$ cat config.mk
export PLATFORM = sky130hd
export DESIGN_NAME = ppm_tx_framer
export DESIGN_NICKNAME = d
export VERILOG_FILES = /design/src/rtl/ppm_tx_framer.sv
export SDC_FILE = /design/constraint.sdc
export NUM_CORES = 1
export LEC_CHECK = 0
export ABC_AREA = 1
export CAP_MARGIN = 25
export CORE_MARGIN = 8
export CORE_UTILIZATION = 61
export CTS_BUF_LIST = sky130_fd_sc_hd__clkbuf_16
export CTS_CLUSTER_DIAMETER = 40
export DETAILED_ROUTE_END_ITERATION = 12
export PLACE_DENSITY = 0.79
export SYNTH_ARGS = -nofsm -noshare
export SYNTH_HDL_FRONTEND = slang
export SYNTH_SLANG_ARGS = --single-unit
export TNS_END_PERCENT = 30
$ cat constraint.sdc
create_clock -name clk -period 3.3 [get_ports clk]
set_input_delay 0.33 -clock clk [delete_from_list [all_inputs] [get_ports clk]]
set_output_delay 0.33 -clock clk [all_outputs]
set_load 0.03 [all_outputs]
$ cat src/rtl/ppm_tx_framer.sv
// Buffered 4-PPM frame transmitter: FIFO-fed payload serialised as PRE, LEN, DATA, [CRC], GUARD.
// Define PPM_TX_CRC_EN to append a CRC-8 (poly 0x07) byte after the payload.
module ppm_tx_framer #(
    parameter int FIFO_AW  = 4,
    parameter int SLOT_DIV = 1
) (
    input  logic               clk,
    input  logic               rst_n,
    input  logic               wr_en,
    input  logic [7:0]         din,
    input  logic               le,
    input  logic [3:0]         n,
    output logic               dout,
    output logic               busy,
    output logic               done,
    output logic               err,
    output logic               ovf,
    output logic [FIFO_AW:0]   fifo_cnt
);

    localparam int DEPTH = 1 << FIFO_AW;
    localparam int SW    = (SLOT_DIV > 1) ? $clog2(SLOT_DIV) : 1;
    localparam logic [SW-1:0]    SLOT_LAST = SW'(SLOT_DIV - 1);
    localparam logic [FIFO_AW:0] CNT_FULL  = (FIFO_AW + 1)'(DEPTH);

    typedef enum logic [2:0] {
        S_IDLE, S_PRE, S_LEN, S_DATA,
`ifdef PPM_TX_CRC_EN
        S_CRC,
`endif
        S_GUARD
    } state_t;

    state_t               state_q, state_d;
    logic [SW-1:0]        slot_q, slot_d;
    logic [1:0]           sslot_q, sslot_d;
    logic [1:0]           sym_q, sym_d;
    logic [3:0]           byte_q, byte_d;
    logic [3:0]           len_q, len_d;
    logic [7:0]           shreg_q, shreg_d;
    logic                 dout_q, dout_d;
    logic                 done_q, done_d;
    logic                 err_q, err_d;
    logic                 ovf_q, ovf_d;
    logic [FIFO_AW-1:0]   wr_ptr_q, wr_ptr_d;
    logic [FIFO_AW-1:0]   rd_ptr_q, rd_ptr_d;
    logic [FIFO_AW:0]     cnt_q, cnt_d;
    logic [7:0]           mem [DEPTH];
    logic                 pop, push, full, accept;

`ifdef PPM_TX_CRC_EN
    logic [7:0]           crc_q, crc_d;

    function automatic logic [7:0] crc8_update(input logic [7:0] crc, input logic [7:0] b);
        logic [7:0] c;
        c = crc ^ b;
        for (int i = 0; i < 8; i++) begin
            c = c[7] ? ((c << 1) ^ 8'h07) : (c << 1);
        end
        return c;
    endfunction
`endif

    assign full   = (cnt_q == CNT_FULL);
    assign accept = le && (state_q == S_IDLE) && (n != 4'd0) && (32'(cnt_q) >= 32'(n));

    always_comb begin
        state_d = state_q;
        slot_d  = slot_q;
        sslot_d = sslot_q;
        sym_d   = sym_q;
        byte_d  = byte_q;
        len_d   = len_q;
        shreg_d = shreg_q;
`ifdef PPM_TX_CRC_EN
        crc_d   = crc_q;
`endif
        pop     = 1'b0;
        done_d  = 1'b0;
        err_d   = le && !accept;

        if (state_q == S_IDLE) begin
            if (accept) begin
                state_d = S_PRE;
                slot_d  = '0;
                sslot_d = 2'd0;
                sym_d   = 2'd0;
                byte_d  = 4'd0;
                len_d   = n;
`ifdef PPM_TX_CRC_EN
                crc_d   = 8'h00;
`endif
            end
        end else if (slot_q == SLOT_LAST) begin
            slot_d  = '0;
            sslot_d = sslot_q + 2'd1;
            if (sslot_q == 2'd3) begin
                case (state_q)
                    S_PRE: begin
                        state_d = S_LEN;
                        shreg_d = {4'h0, len_q};
                        sym_d   = 2'd0;
                    end
                    S_GUARD: begin
                        state_d = S_IDLE;
                        done_d  = 1'b1;
                    end
                    default: begin
                        if (sym_q != 2'd3) begin
                            sym_d   = sym_q + 2'd1;
                            shreg_d = {shreg_q[5:0], 2'b00};
                        end else begin
                            sym_d = 2'd0;
                            // Next payload byte is popped as the previous byte's last slot ends
                            if (state_q == S_LEN || (state_q == S_DATA && byte_q != len_q)) begin
                                state_d = S_DATA;
                                pop     = 1'b1;
                                shreg_d = mem[rd_ptr_q];
                                byte_d  = byte_q + 4'd1;
`ifdef PPM_TX_CRC_EN
                                crc_d   = crc8_update(crc_q, mem[rd_ptr_q]);
                            end else if (state_q == S_DATA) begin
                                state_d = S_CRC;
                                shreg_d = crc_q;
`endif
                            end else begin
                                state_d = S_GUARD;
                            end
                        end
                    end
                endcase
            end
        end else begin
            slot_d = slot_q + SW'(1);
        end

        // Line level is derived from the next-state view so dout is registered yet aligned
        case (state_d)
            S_IDLE, S_GUARD: dout_d = 1'b0;
            S_PRE:           dout_d = (sslot_d != 2'd3);
            default:         dout_d = (shreg_d[7:6] == sslot_d);
        endcase
    end

    always_comb begin
        push     = wr_en && (!full || pop);
        ovf_d    = wr_en && full && !pop;
        wr_ptr_d = push ? wr_ptr_q + FIFO_AW'(1) : wr_ptr_q;
        rd_ptr_d = pop  ? rd_ptr_q + FIFO_AW'(1) : rd_ptr_q;
        cnt_d    = cnt_q + (FIFO_AW + 1)'(push) - (FIFO_AW + 1)'(pop);
    end

    always_ff @(posedge clk or negedge rst_n) begin
        if (!rst_n) begin
            state_q  <= S_IDLE;
            slot_q   <= '0;
            sslot_q  <= 2'd0;
            sym_q    <= 2'd0;
            byte_q   <= 4'd0;
            len_q    <= 4'd0;
            dout_q   <= 1'b0;
            done_q   <= 1'b0;
            err_q    <= 1'b0;
            ovf_q    <= 1'b0;
            wr_ptr_q <= '0;
            rd_ptr_q <= '0;
            cnt_q    <= '0;
        end else begin
            state_q  <= state_d;
            slot_q   <= slot_d;
            sslot_q  <= sslot_d;
            sym_q    <= sym_d;
            byte_q   <= byte_d;
            len_q    <= len_d;
            dout_q   <= dout_d;
            done_q   <= done_d;
            err_q    <= err_d;
            ovf_q    <= ovf_d;
            wr_ptr_q <= wr_ptr_d;
            rd_ptr_q <= rd_ptr_d;
            cnt_q    <= cnt_d;
        end
    end

    always_ff @(posedge clk) begin
        shreg_q <= shreg_d;
`ifdef PPM_TX_CRC_EN
        crc_q   <= crc_d;
`endif
        if (push) begin
            mem[wr_ptr_q] <= din;
        end
    end

    assign dout     = dout_q;
    assign busy     = (state_q != S_IDLE);
    assign done     = done_q;
    assign err      = err_q;
    assign ovf      = ovf_q;
    assign fifo_cnt = cnt_q;

endmodule

==> results_dict.tcl <==
set metrics [dict create \
    max-clock-path-buffers 2 \
    ys_seq_area_share_pct 65.19 \
    power.density_mw_per_mm2 839.3 \
    maxCapViolations 0 \
    path_class "reg -> reg" \
    wl_met2_um 8293 \
    ant_nets 0 \
    finalSetupViolations 0 \
    pre_cts_slack_ns 0.5742 \
    port_buffers 25 \
    fmax_mhz 362.8 \
    grt_pass1_wl_um 26630 \
    grt_pass1_vias 5198 \
    fp.dieH_um 126.6 \
    overflow 0 \
    worst_pin_slew_ns 0.9092 \
    root_buffer "clkbuf_16" \
    skew_ns 0.01082 \
    syn_nets 726 \
    slew_viol_final 0 \
    grt_max_degree 69 \
    dieArea_mm2 0.01603 \
    cts_hold_buffers 0 \
    antenna_cells 0 \
    peakVddDrop_uv 652.7 \
    final_cells 890 \
    htreeDepth 4 \
    fp-row-count 40 \
    post-cts-setup-buffers 0 \
    cp.required_ns 3.65 \
    tns_ns 0 \
    dpl.cell_count 859 \
    drc_errors 0 \
    post_cts_resized 0 \
    area_growth_pct 13.21 \
    dp_hpwl_um 10490 \
    drive_gt1_share_pct 8.210 \
    postSynthCellCount 691 \
    die_w_um 126.6 \
    hold_class "in -> async" \
    fin_ws_ns 0.5439 \
    worst_setup_path_start_kind "flip-flop" \
    final_common_cell "nand2_1" \
    ys_warn_count 0 \
    dr.pass1.iters 5 \
    insertion_delay_ns 0.43 \
    post-route-util_pct 70.63 \
    gp_congestion 0.8568 \
    drt-initial-drc-count 499 \
    period_share_pct 83.52 \
    antenna_found_initial 0 \
    core_mm2 0.01196 \
    maxSlewHeadroom_pct 39.16 \
    wl_per_cell_um 18.80 \
    cts_buffers 17 \
    fin_nets 766 \
    status "finished clean" \
    layout_common_cells "nand2_1 (196), edfxtp_1 (134), inv_1 (70), a21oi_1 (50), nand3_1 (41)" \
    vias 5230 \
    whs_ns 0.3064 \
    syn_area_per_cell_um2 10.80 \
    routed_via_density 5.876 \
    fillers 797 \
    initial_utilization_pct 62.38 \
    wl_met3_um 1292 \
    clk_pin_slew_worst_paths_ns 0.06 \
    leakagePower_nw 3.492 \
    rsz0062_at_grt "no" \
    mappedNetlistArea_mm2 0.007462 \
    cts_sinks 168 \
    io_pins 26 \
    top_layer "met4" \
    finalHoldViolations 0 \
    ys_types 38 \
    endpoint_kind "flip-flop" \
    track_usage_pct 21.74 \
    drt_wl_total_um 16730 \
    cts_tree "built" \
    wl_met1_um 6785 \
    path_max_fanout 10 \
    critical_path_arrival_ns 3.10 \
    ys_ff_latch 168 \
    layout_min_cycle_time_ns 2.756 \
]
-- flip-flops by register name, summed over array words and instances (netlist names) --
signal and flops:
byte_q 4, done 1, dout 1, err 1, fifo_cnt 5, len_q 4
mem 128, ovf 1, rd_ptr_q 4, shreg_q 8, sslot_q 2, state_q 3
sym_q 2, wr_ptr_q 4
-- worst max-delay path: stages, from the launching register on --
cell,delay (ns)
dfrtp_1,0.46
nor2_1,0.24
nand4_2,0.29
nand2_1,0.14
nand2_1,0.13
ha_1,0.31
inv_1,0.04
ha_1,0.20
fa_1,0.42
a21oi_1,0.14
nor2_1,0.05
nor2_1,0.12
xor2_1,0.15
-- power by group --
group | switching, mW | internal, mW | total (mW) | leakage [nW]
logic | 1.55 | 0.772 | 2.32 | 1.59
clock network | 0.784 | 1.10 | 1.88 | 0.275
registers | 0.201 | 2.68 | 2.88 | 1.63
total | 2.54 | 4.55 | 7.09 | 3.49
-- kinds of logic (layout without fill, tap and decap cells) --
kind of cell	after synthesis	in the layout	share of synthesized area, %
adders and majority gates	19	19	3.286
xor gates and xnor gates	11	11	1.291
muxes	1	1	0.1509
DFF	168	168	65.19
buffers and inverters	98	150	5.852
AOI/OAI and AO/OA	101	101	8.065
and+or+nand+nor	293	293	16.16
-- layout make-up --
cell class                 instances  area (um^2)  area share [%]
clock buffer                      17        425.4           5.036
clock inverter                    14        133.9           1.585
inverter                          74        277.8           3.288
multi-input combinational        425         2161           25.58
sequential                       168         4866           57.60
tap                              147        183.9           2.177
timing repair buffer              45        400.4           4.739
-- Yosys cell counts (all sizes together) --
master	count	share of area, %
edfxtp	134	54
nand3	42	2.9
nor4	1	0.084
nand2	197	9.9
a32o	4	0.54
a21boi	1	0.10
xnor2	1	0.12
o21ai	21	1.4
a21oi	50	3.4
o211ai	5	0.50
fa	1	0.27
clkbuf	4	0.20
dfxtp	2	0.54
a221oi	9	1.1
mux2	1	0.15
nor2	42	2.3
a22oi	10	1.0
clkinv	1	0.050
dfrtp	32	11
inv	73	3.7
ha	18	3.0
o21bai	1	0.10
nor3	2	0.13
nand4	6	0.59
xor2	10	1.2
or2	3	0.25
buf	20	1.9
-- final timing paths --
path	startpoint	cells after the start	slack [ns]	endpoint
setup / recovery	state_q[2]	12	0.54	fifo_cnt[4]
hold / removal	rst_n	2	0.31	state_q[2]
setup reg to reg	state_q[2]	12	0.54	fifo_cnt[4]
hold reg to reg	sym_q[1]	2	0.53	sym_q[1]
max in group asynchronous	rst_n	2	2.68	rd_ptr_q[0]
min in group clk	wr_en	3	0.53	ovf
-- metal layers --
layer / global-route usage [%] / vias to the layer above
met5: 0 / -
met2: 35.38 / 241
li1: - / 2440
met1: 27.72 / 2520
met3: 4.441 / 29
met4: 9.554 / 0
-- through the flow --
stage / total power, mW / area [um^2]
6_report: 7.090 / 8448
5_1_grt: 7.476 / 8448
4_1_cts: 7.088 / 8448
3_5_place_dp: 5.192 / 7889
3_3_place_gp: 5.079 / 7889
2_1_floorplan: 4.550 / 7462
(Power assumes the default switching activity.)
